File: src/rtl/conv_seq_pkg.sv
// Shared types and sizing helpers for the 1x1-conv expand layer sequencer.
package conv_seq_pkg;

  typedef enum logic [1:0] {
    IDLE  = 2'd0,
    RUN   = 2'd1,
    DRAIN = 2'd2,
    DONE  = 2'd3
  } seq_state_e;

  function automatic int calc_npix(input int wout);
    return wout * wout;
  endfunction

  function automatic int calc_run_cycles(input int wout, input int chin);
    return calc_npix(wout) * (chin + 1);
  endfunction

  localparam int DEF_WOUT   = 8;
  localparam int DEF_CHIN   = 112;
  localparam int NPIX       = calc_npix(DEF_WOUT);
  localparam int RUN_CYCLES = calc_run_cycles(DEF_WOUT, DEF_CHIN);

endpackage

File: src/rtl/seq_addr_gen.sv
// Pixel/channel counters with a running ifm read address (no multiplier).
// Each pixel spends CHIN read slots plus one gap slot that lines up with the datapath clr.
module seq_addr_gen #(
  parameter int CHIN   = 112,
  parameter int NPIX   = 64,
  parameter int IFM_AW = 13
) (
  input  logic              clk,
  input  logic              rst,
  input  logic              clear,
  input  logic              step,
  output logic [IFM_AW-1:0] addr,
  output logic              gap,
  output logic              last
);

  localparam int CH_W  = $clog2(CHIN + 1);
  localparam int PIX_W = $clog2(NPIX + 1);

  localparam logic [CH_W-1:0]  CH_GAP     = CH_W'(CHIN);
  localparam logic [CH_W-1:0]  CH_LAST_RD = CH_W'(CHIN - 1);
  localparam logic [PIX_W-1:0] PIX_LAST   = PIX_W'(NPIX - 1);

  logic [CH_W-1:0]  ch_q;
  logic [PIX_W-1:0] pix_q;
  logic [IFM_AW-1:0] addr_q;

  assign gap  = (ch_q == CH_GAP);
  assign last = gap && (pix_q == PIX_LAST);
  assign addr = addr_q;

  // The address holds through the last read and the gap, then steps onto the next pixel base.
  always_ff @(posedge clk) begin
    if (rst || clear) begin
      ch_q   <= '0;
      pix_q  <= '0;
      addr_q <= '0;
    end else if (step) begin
      if (gap) begin
        ch_q <= '0;
        if (last) begin
          pix_q  <= '0;
          addr_q <= '0;
        end else begin
          pix_q  <= pix_q + PIX_W'(1);
          addr_q <= addr_q + IFM_AW'(1);
        end
      end else begin
        ch_q <= ch_q + CH_W'(1);
        if (ch_q != CH_LAST_RD) begin
          addr_q <= addr_q + IFM_AW'(1);
        end
      end
    end
  end

endmodule

File: src/rtl/conv1x1_layer_seq.sv
// Layer sequencer: runs the MAC array for one 1x1 expand layer, turns sample pulses
// into ofm writes, and reports done/err to the network scheduler.
//   state | meaning
//   IDLE  | waiting for start
//   RUN   | layer_en high, ifm reads issued, pixels stepped
//   DRAIN | waiting for outstanding samples, watchdog running
//   DONE  | one-cycle done / ram_feedback pulse
module conv1x1_layer_seq
  import conv_seq_pkg::*;
#(
  parameter int WOUT          = 8,
  parameter int CHIN          = 112,
  parameter int IFM_AW        = 13,
  parameter int OFM_AW        = 7,
  parameter int DRAIN_TIMEOUT = 64
) (
  input  logic              clk,
  input  logic              rst,
  input  logic              start,
  output logic              layer_en,
  output logic              ifm_rd_en,
  output logic [IFM_AW-1:0] ifm_rd_addr,
  input  logic              layer_sample,
  output logic              ofm_wr_en,
  output logic [OFM_AW-1:0] ofm_wr_addr,
  output logic              busy,
  output logic              done,
  output logic              ram_feedback,
  output logic              err
);

  localparam int LNPIX  = calc_npix(WOUT);
  localparam int SAMP_W = $clog2(LNPIX + 1);
  localparam int TMR_W  = $clog2(DRAIN_TIMEOUT + 1);

  localparam logic [SAMP_W-1:0] SAMP_FULL = SAMP_W'(LNPIX);
  localparam logic [TMR_W-1:0]  TMR_LAST  = TMR_W'(DRAIN_TIMEOUT - 1);

  if ((64'(1) << IFM_AW) < 64'(LNPIX * CHIN)) begin : g_ifm_aw_chk
    $error("IFM_AW cannot hold WOUT^2*CHIN-1");
  end
  if ((64'(1) << OFM_AW) < 64'(LNPIX)) begin : g_ofm_aw_chk
    $error("OFM_AW cannot hold WOUT^2-1");
  end
  if (DRAIN_TIMEOUT < 1 || CHIN < 1 || WOUT < 1) begin : g_param_chk
    $error("WOUT, CHIN and DRAIN_TIMEOUT must be at least 1");
  end

  seq_state_e        state_q, state_d;
  logic [SAMP_W-1:0] samp_q;
  logic [TMR_W-1:0]  timer_q;
  logic              wr_en_q;
  logic [OFM_AW-1:0] wr_addr_q;
  logic              err_q;
  logic              gen_gap, gen_last;
  logic              accept, sample_live, drain_complete, drain_expire;

  assign accept         = (state_q == IDLE) && start;
  assign sample_live    = (state_q != IDLE) && layer_sample;
  assign drain_complete = (samp_q == SAMP_FULL) && !wr_en_q;
  assign drain_expire   = (timer_q == TMR_LAST);

  seq_addr_gen #(
    .CHIN   (CHIN),
    .NPIX   (LNPIX),
    .IFM_AW (IFM_AW)
  ) u_addr_gen (
    .clk   (clk),
    .rst   (rst),
    .clear (accept),
    .step  (state_q == RUN),
    .addr  (ifm_rd_addr),
    .gap   (gen_gap),
    .last  (gen_last)
  );

  always_ff @(posedge clk) begin
    if (rst) state_q <= IDLE;
    else     state_q <= state_d;
  end

  always_comb begin
    state_d      = state_q;
    layer_en     = 1'b0;
    ifm_rd_en    = 1'b0;
    busy         = 1'b1;
    done         = 1'b0;
    ram_feedback = 1'b0;
    case (state_q)
      IDLE: begin
        busy = 1'b0;
        if (start) state_d = RUN;
      end
      RUN: begin
        layer_en  = 1'b1;
        ifm_rd_en = !gen_gap;
        if (gen_last) state_d = DRAIN;
      end
      DRAIN: begin
        if (drain_complete)    state_d = DONE;
        else if (drain_expire) state_d = IDLE;
      end
      DONE: begin
        done         = 1'b1;
        ram_feedback = 1'b1;
        state_d      = IDLE;
      end
      default: state_d = IDLE;
    endcase
  end

  // A sample registers a write for the following cycle, when the ofm bus is valid.
  always_ff @(posedge clk) begin
    if (rst) begin
      samp_q    <= '0;
      wr_en_q   <= 1'b0;
      wr_addr_q <= '0;
    end else begin
      wr_en_q <= 1'b0;
      if (accept) begin
        samp_q <= '0;
      end else if (sample_live && (samp_q != SAMP_FULL)) begin
        wr_en_q   <= 1'b1;
        wr_addr_q <= OFM_AW'(samp_q);
        samp_q    <= samp_q + SAMP_W'(1);
      end
    end
  end

  always_ff @(posedge clk) begin
    if (rst)                     timer_q <= '0;
    else if (state_q == DRAIN)   timer_q <= timer_q + TMR_W'(1);
    else                         timer_q <= '0;
  end

  always_ff @(posedge clk) begin
    if (rst) begin
      err_q <= 1'b0;
    end else if (accept) begin
      err_q <= 1'b0;
    end else if ((sample_live && (samp_q == SAMP_FULL)) ||
                 ((state_q == DRAIN) && !drain_complete && drain_expire)) begin
      err_q <= 1'b1;
    end
  end

  assign ofm_wr_en   = wr_en_q;
  assign ofm_wr_addr = wr_addr_q;
  assign err         = err_q;

endmodule

File: config.mk
export PLATFORM = sky130hd
export DESIGN_NAME = conv1x1_layer_seq
export DESIGN_NICKNAME = d
export VERILOG_FILES = /design/src/rtl/conv_seq_pkg.sv /design/src/rtl/seq_addr_gen.sv /design/src/rtl/conv1x1_layer_seq.sv
export SDC_FILE = /design/constraint.sdc
export NUM_CORES = 1
export LEC_CHECK = 0
export ABC_AREA = 1
export BUFFER_PORTS_ARGS = -buffer_cell sky130_fd_sc_hd__buf_2
export CORE_MARGIN = 3
export CORE_UTILIZATION = 55
export CTS_CLUSTER_SIZE = 12
export DETAILED_ROUTE_END_ITERATION = 8
export PLACE_DENSITY_LB_ADDON = 0.3
export SYNTH_ARGS = -nofsm -noshare
export SYNTH_HDL_FRONTEND = slang
export SYNTH_SLANG_ARGS = --single-unit
File: constraint.sdc
create_clock -name clk -period 3 [get_ports clk]
set_clock_uncertainty 0.1 [all_clocks]
set_input_delay 0.15 -clock clk [delete_from_list [all_inputs] [get_ports clk]]
set_output_delay 0.15 -clock clk [all_outputs]
set_load 0.05 [all_outputs]
==> impl_metrics.csv <==
group,metric,value,unit
yosys,syn_area_per_cell,7.444,um2
placement,port_buffers,30,
drt,drtAntennaViolNets,0,
clock_tree,htreeDepth,2,
critical_path,slowest_delay,330,ps
floorplan,dieArea,5438,um2
yosys,synth_ff_type,"dfxtp_1",
global_route,grt.overflow.total,0,
drt,via_per_inst,5.168,
drt,drt-total-wl,4.826,mm
critical_path,crit_path_cell_trace,"inv_1 > ha_1 > nand2_1 > inv_1 > nand3_1 > nand2_1 > inv_1 > o21ai_0 > nor2_1",
yosys,ys_seq_elements,52,
finish,final_cell_mix,"58 x nand2_1, 53 x nor2_1, 52 x dfxtp_1",
yosys,synth.top_cell.area_share,41.25,%
yosys,syn_area,2524,um2
global_route,grt.busiest_layer,"met2",
clock_tree,post_cts_resize_count,0,
yosys,synth_area_leader_cell,"dfxtp_1",
yosys,seq_area_frac_synth,41.25,%
drt,firstDrtPassIters,4,
drt,wl_per_cell,11.44,um
clock_tree,clock_path_buffers,2,
yosys,ys_async_sr_fraction,0,%
global_route,antenna_found_initial,0,
hold_path,whs_path_depth,2,
critical_path,cp.depth,9,
critical_path,path_max_fanout,12,
critical_path,worst-r2r-cell-count,9,
critical_path,r2r_start,"samp_q[0]$_SDFFE_PP0P_",
clock_tree,ctsRootBufferMaster,"clkbuf_8",
placement,dp_hpwl,3.645,mm
critical_path,reg2reg_setup_slack,1200,ps
timing,hold_viol,0,
yosys,syn-instance-count,339,
run,max_cap_viol_count,0,
critical_path,cp_num_buf_inv,3,
critical_path,cp_common_cell,"inv_1",
drt,drc,0,
floorplan,rows,24,
critical_path,crit_start,"samp_q[0]$_SDFFE_PP0P_",
power,vdd_ir_drop_max,0.4293,mV
yosys,synth_edf_count,0,
drt,vias,2181,
timing,finalCritPeriodShare,59.94,%
critical_path,crit_arrival,1900,ps
global_route,grt_pass1_wl,8.273,mm
yosys,synth_area_leaders,"dfxtp_1 41%, nand2_1 8.6%, nor2_1 7.9%",
yosys,syn_nets,350,
clock_tree,cts_tree,"done",
placement,gp_congestion,0.8651,
critical_path,cp_slowest_cell,"dfxtp_1",
global_route,grt_max_degree,15,
clock_tree,path_clk_slew,80,ps
yosys,ys_types,37,
floorplan,dieHeight,73.74,um
finish,post_route_cells_drive_above_1_share,15.41,%
critical_path,crit_path_end_kind,"flip-flop",
finish,antennaDiodeCount,0,
finish,syn2layout_area_growth,10.36,%
global_route,grt_use_total,19.34,%
timing,tightestPinTransition,397.6,ps
finish,fin_nets,381,
power,power_leakage,1.143,nW
run_status,status,"completed",
critical_path,cp-start-kind,"flip-flop",
clock_tree,ctsHoldBuffers,0,
floorplan,ioPinCount,31,
critical_path,critPathCapture,"samp_q[0]$_SDFFE_PP0P_",
timing,fin_crit,1798,ps
global_route,use_met2,31.40,%
timing,relSlewSlack,73.39,%
critical_path,crit_family,"simple AND/OR/NAND/NOR gates",
critical_path,critPathKind,"reg -> reg",
clock_tree,postCtsSetupRepairBufs,0,
global_route,grt_pass1_vias,1963,
hold_path,hp-class,"in -> reg",
global_route,use_met3,4.788,%
finish,layout_commonest_cell,"nand2_1",
timing,drv_slew,0,
power,powerDensity,670.3,nW/um2
drt,drt_iter0_drc,123,
timing,rsz0062_at_grt,"no",
timing,setup_tns,0,ps
floorplan,die_w,73.74,um
clock_tree,cts_sinks,52,
timing,max_freq,556.1,MHz
clock_tree,numCtsBuffers,5,
placement,dp_cells,415,
critical_path,r2r-end,"samp_q[0]$_SDFFE_PP0P_",
global_route,grt_util_met1,24.83,%
critical_path,cp_data_required_time,3100,ps
floorplan,start_util,57.56,%
timing,setup_viol,0,
finish,utilization,63.53,%
floorplan,core_area,4384,um2
yosys,yosysWarnings,0,
clock_tree,clock_latency,300,ps
finish,fin_cells,422,
[state kept, by name (all words and copies together) (netlist names)]
name              flops
state_q               2
ofm_wr_en             1
u_addr_gen.ch_q       7
timer_q               7
err                   1
ofm_wr_addr           7
u_addr_gen.pix_q      7
u_addr_gen.addr      13
samp_q                7
[synthesized netlist by cell type (3+ instances only)]
master and instances:
nor2_1 53, a211oi_1 3, xnor2_1 4, nor2_4 3, dfxtp_1 52, inv_1 42, nor3_1 12, o21ai_0 11
ha_1 7, nand4_1 5, nor2_2 3, a21oi_1 28, nand3_1 22, or2_1 3, nand2_1 58, xor2_1 4
[final cells by class]
cell class,count,area [um2]
well taps,52,65.06
clock buffers,7,96.34
flip-flops and latches,52,1041
multi-input cells,237,1260
fillers,400,1599
repair buffers,30,150.1
inverters,44,172.7
[through the flow]
stage	setup WS, ps	instance area (um2)	hold WS (ps)	power, mW
floorplan	1251	2524	253.1	1.358
global placement	1250	2689	330.1	1.462
detailed placement	1209	2689	340.8	1.475
CTS	1189	2785	47.08	1.890
global route	1003	2785	59.79	1.985
finish	1202	2785	56.13	1.867
[logic make-up (layout without fill, tap and decap cells)]
family | Yosys count | count (layout) | synth area share [%]
buffers and inverters | 50 | 81 | 8.824
AND/OR/NAND/NOR | 171 | 171 | 31.28
adder cells (fa/ha/maj) | 7 | 7 | 3.470
XOR/XNOR | 8 | 8 | 2.776
AO/OA/AOI/OAI | 51 | 51 | 12.39
flip-flops | 52 | 52 | 41.25
[power breakdown]
part | internal (mW) | total, mW | switching, mW | leakage [nW]
clock network | 0.206 | 0.415 | 0.209 | 0.0503
logic | 0.160 | 0.661 | 0.501 | 0.672
registers | 0.743 | 0.791 | 0.0479 | 0.420
total | 1.11 | 1.87 | 0.758 | 1.14
[worst reg2reg max path, stage by stage, from the launching register on]
cell and delay [ps]:
dfxtp_1 330, inv_1 110, ha_1 160, nand2_1 50, inv_1 60, nand3_1 80, nand2_1 280, inv_1 240
o21ai_0 230, nor2_1 60
[layer usage]
metal	up-vias	wire, um
li1	1147	-
met1	981	2312
met2	47	2240
met3	6	212
met4	0	61
met5	-	0
[how the worst min path moves through the flow]
stage                                                   to                             start  slack [ps]
after floorplan                     samp_q[2]$_SDFFE_PP0P_                             start         250
after global placement               timer_q[0]$_SDFF_PP0_             timer_q[0]$_SDFF_PP0_         330
after detailed placement  u_addr_gen.pix_q[6]$_SDFFE_PP0P_  u_addr_gen.pix_q[6]$_SDFFE_PP0P_         340
after CTS                      ofm_wr_addr[0]$_SDFFE_PP0P_                               rst          50
after global routing           ofm_wr_addr[2]$_SDFFE_PP0P_                               rst          60
final                          ofm_wr_addr[0]$_SDFFE_PP0P_                               rst          60
No activity file was read; power rests on OpenSTA's default activity.
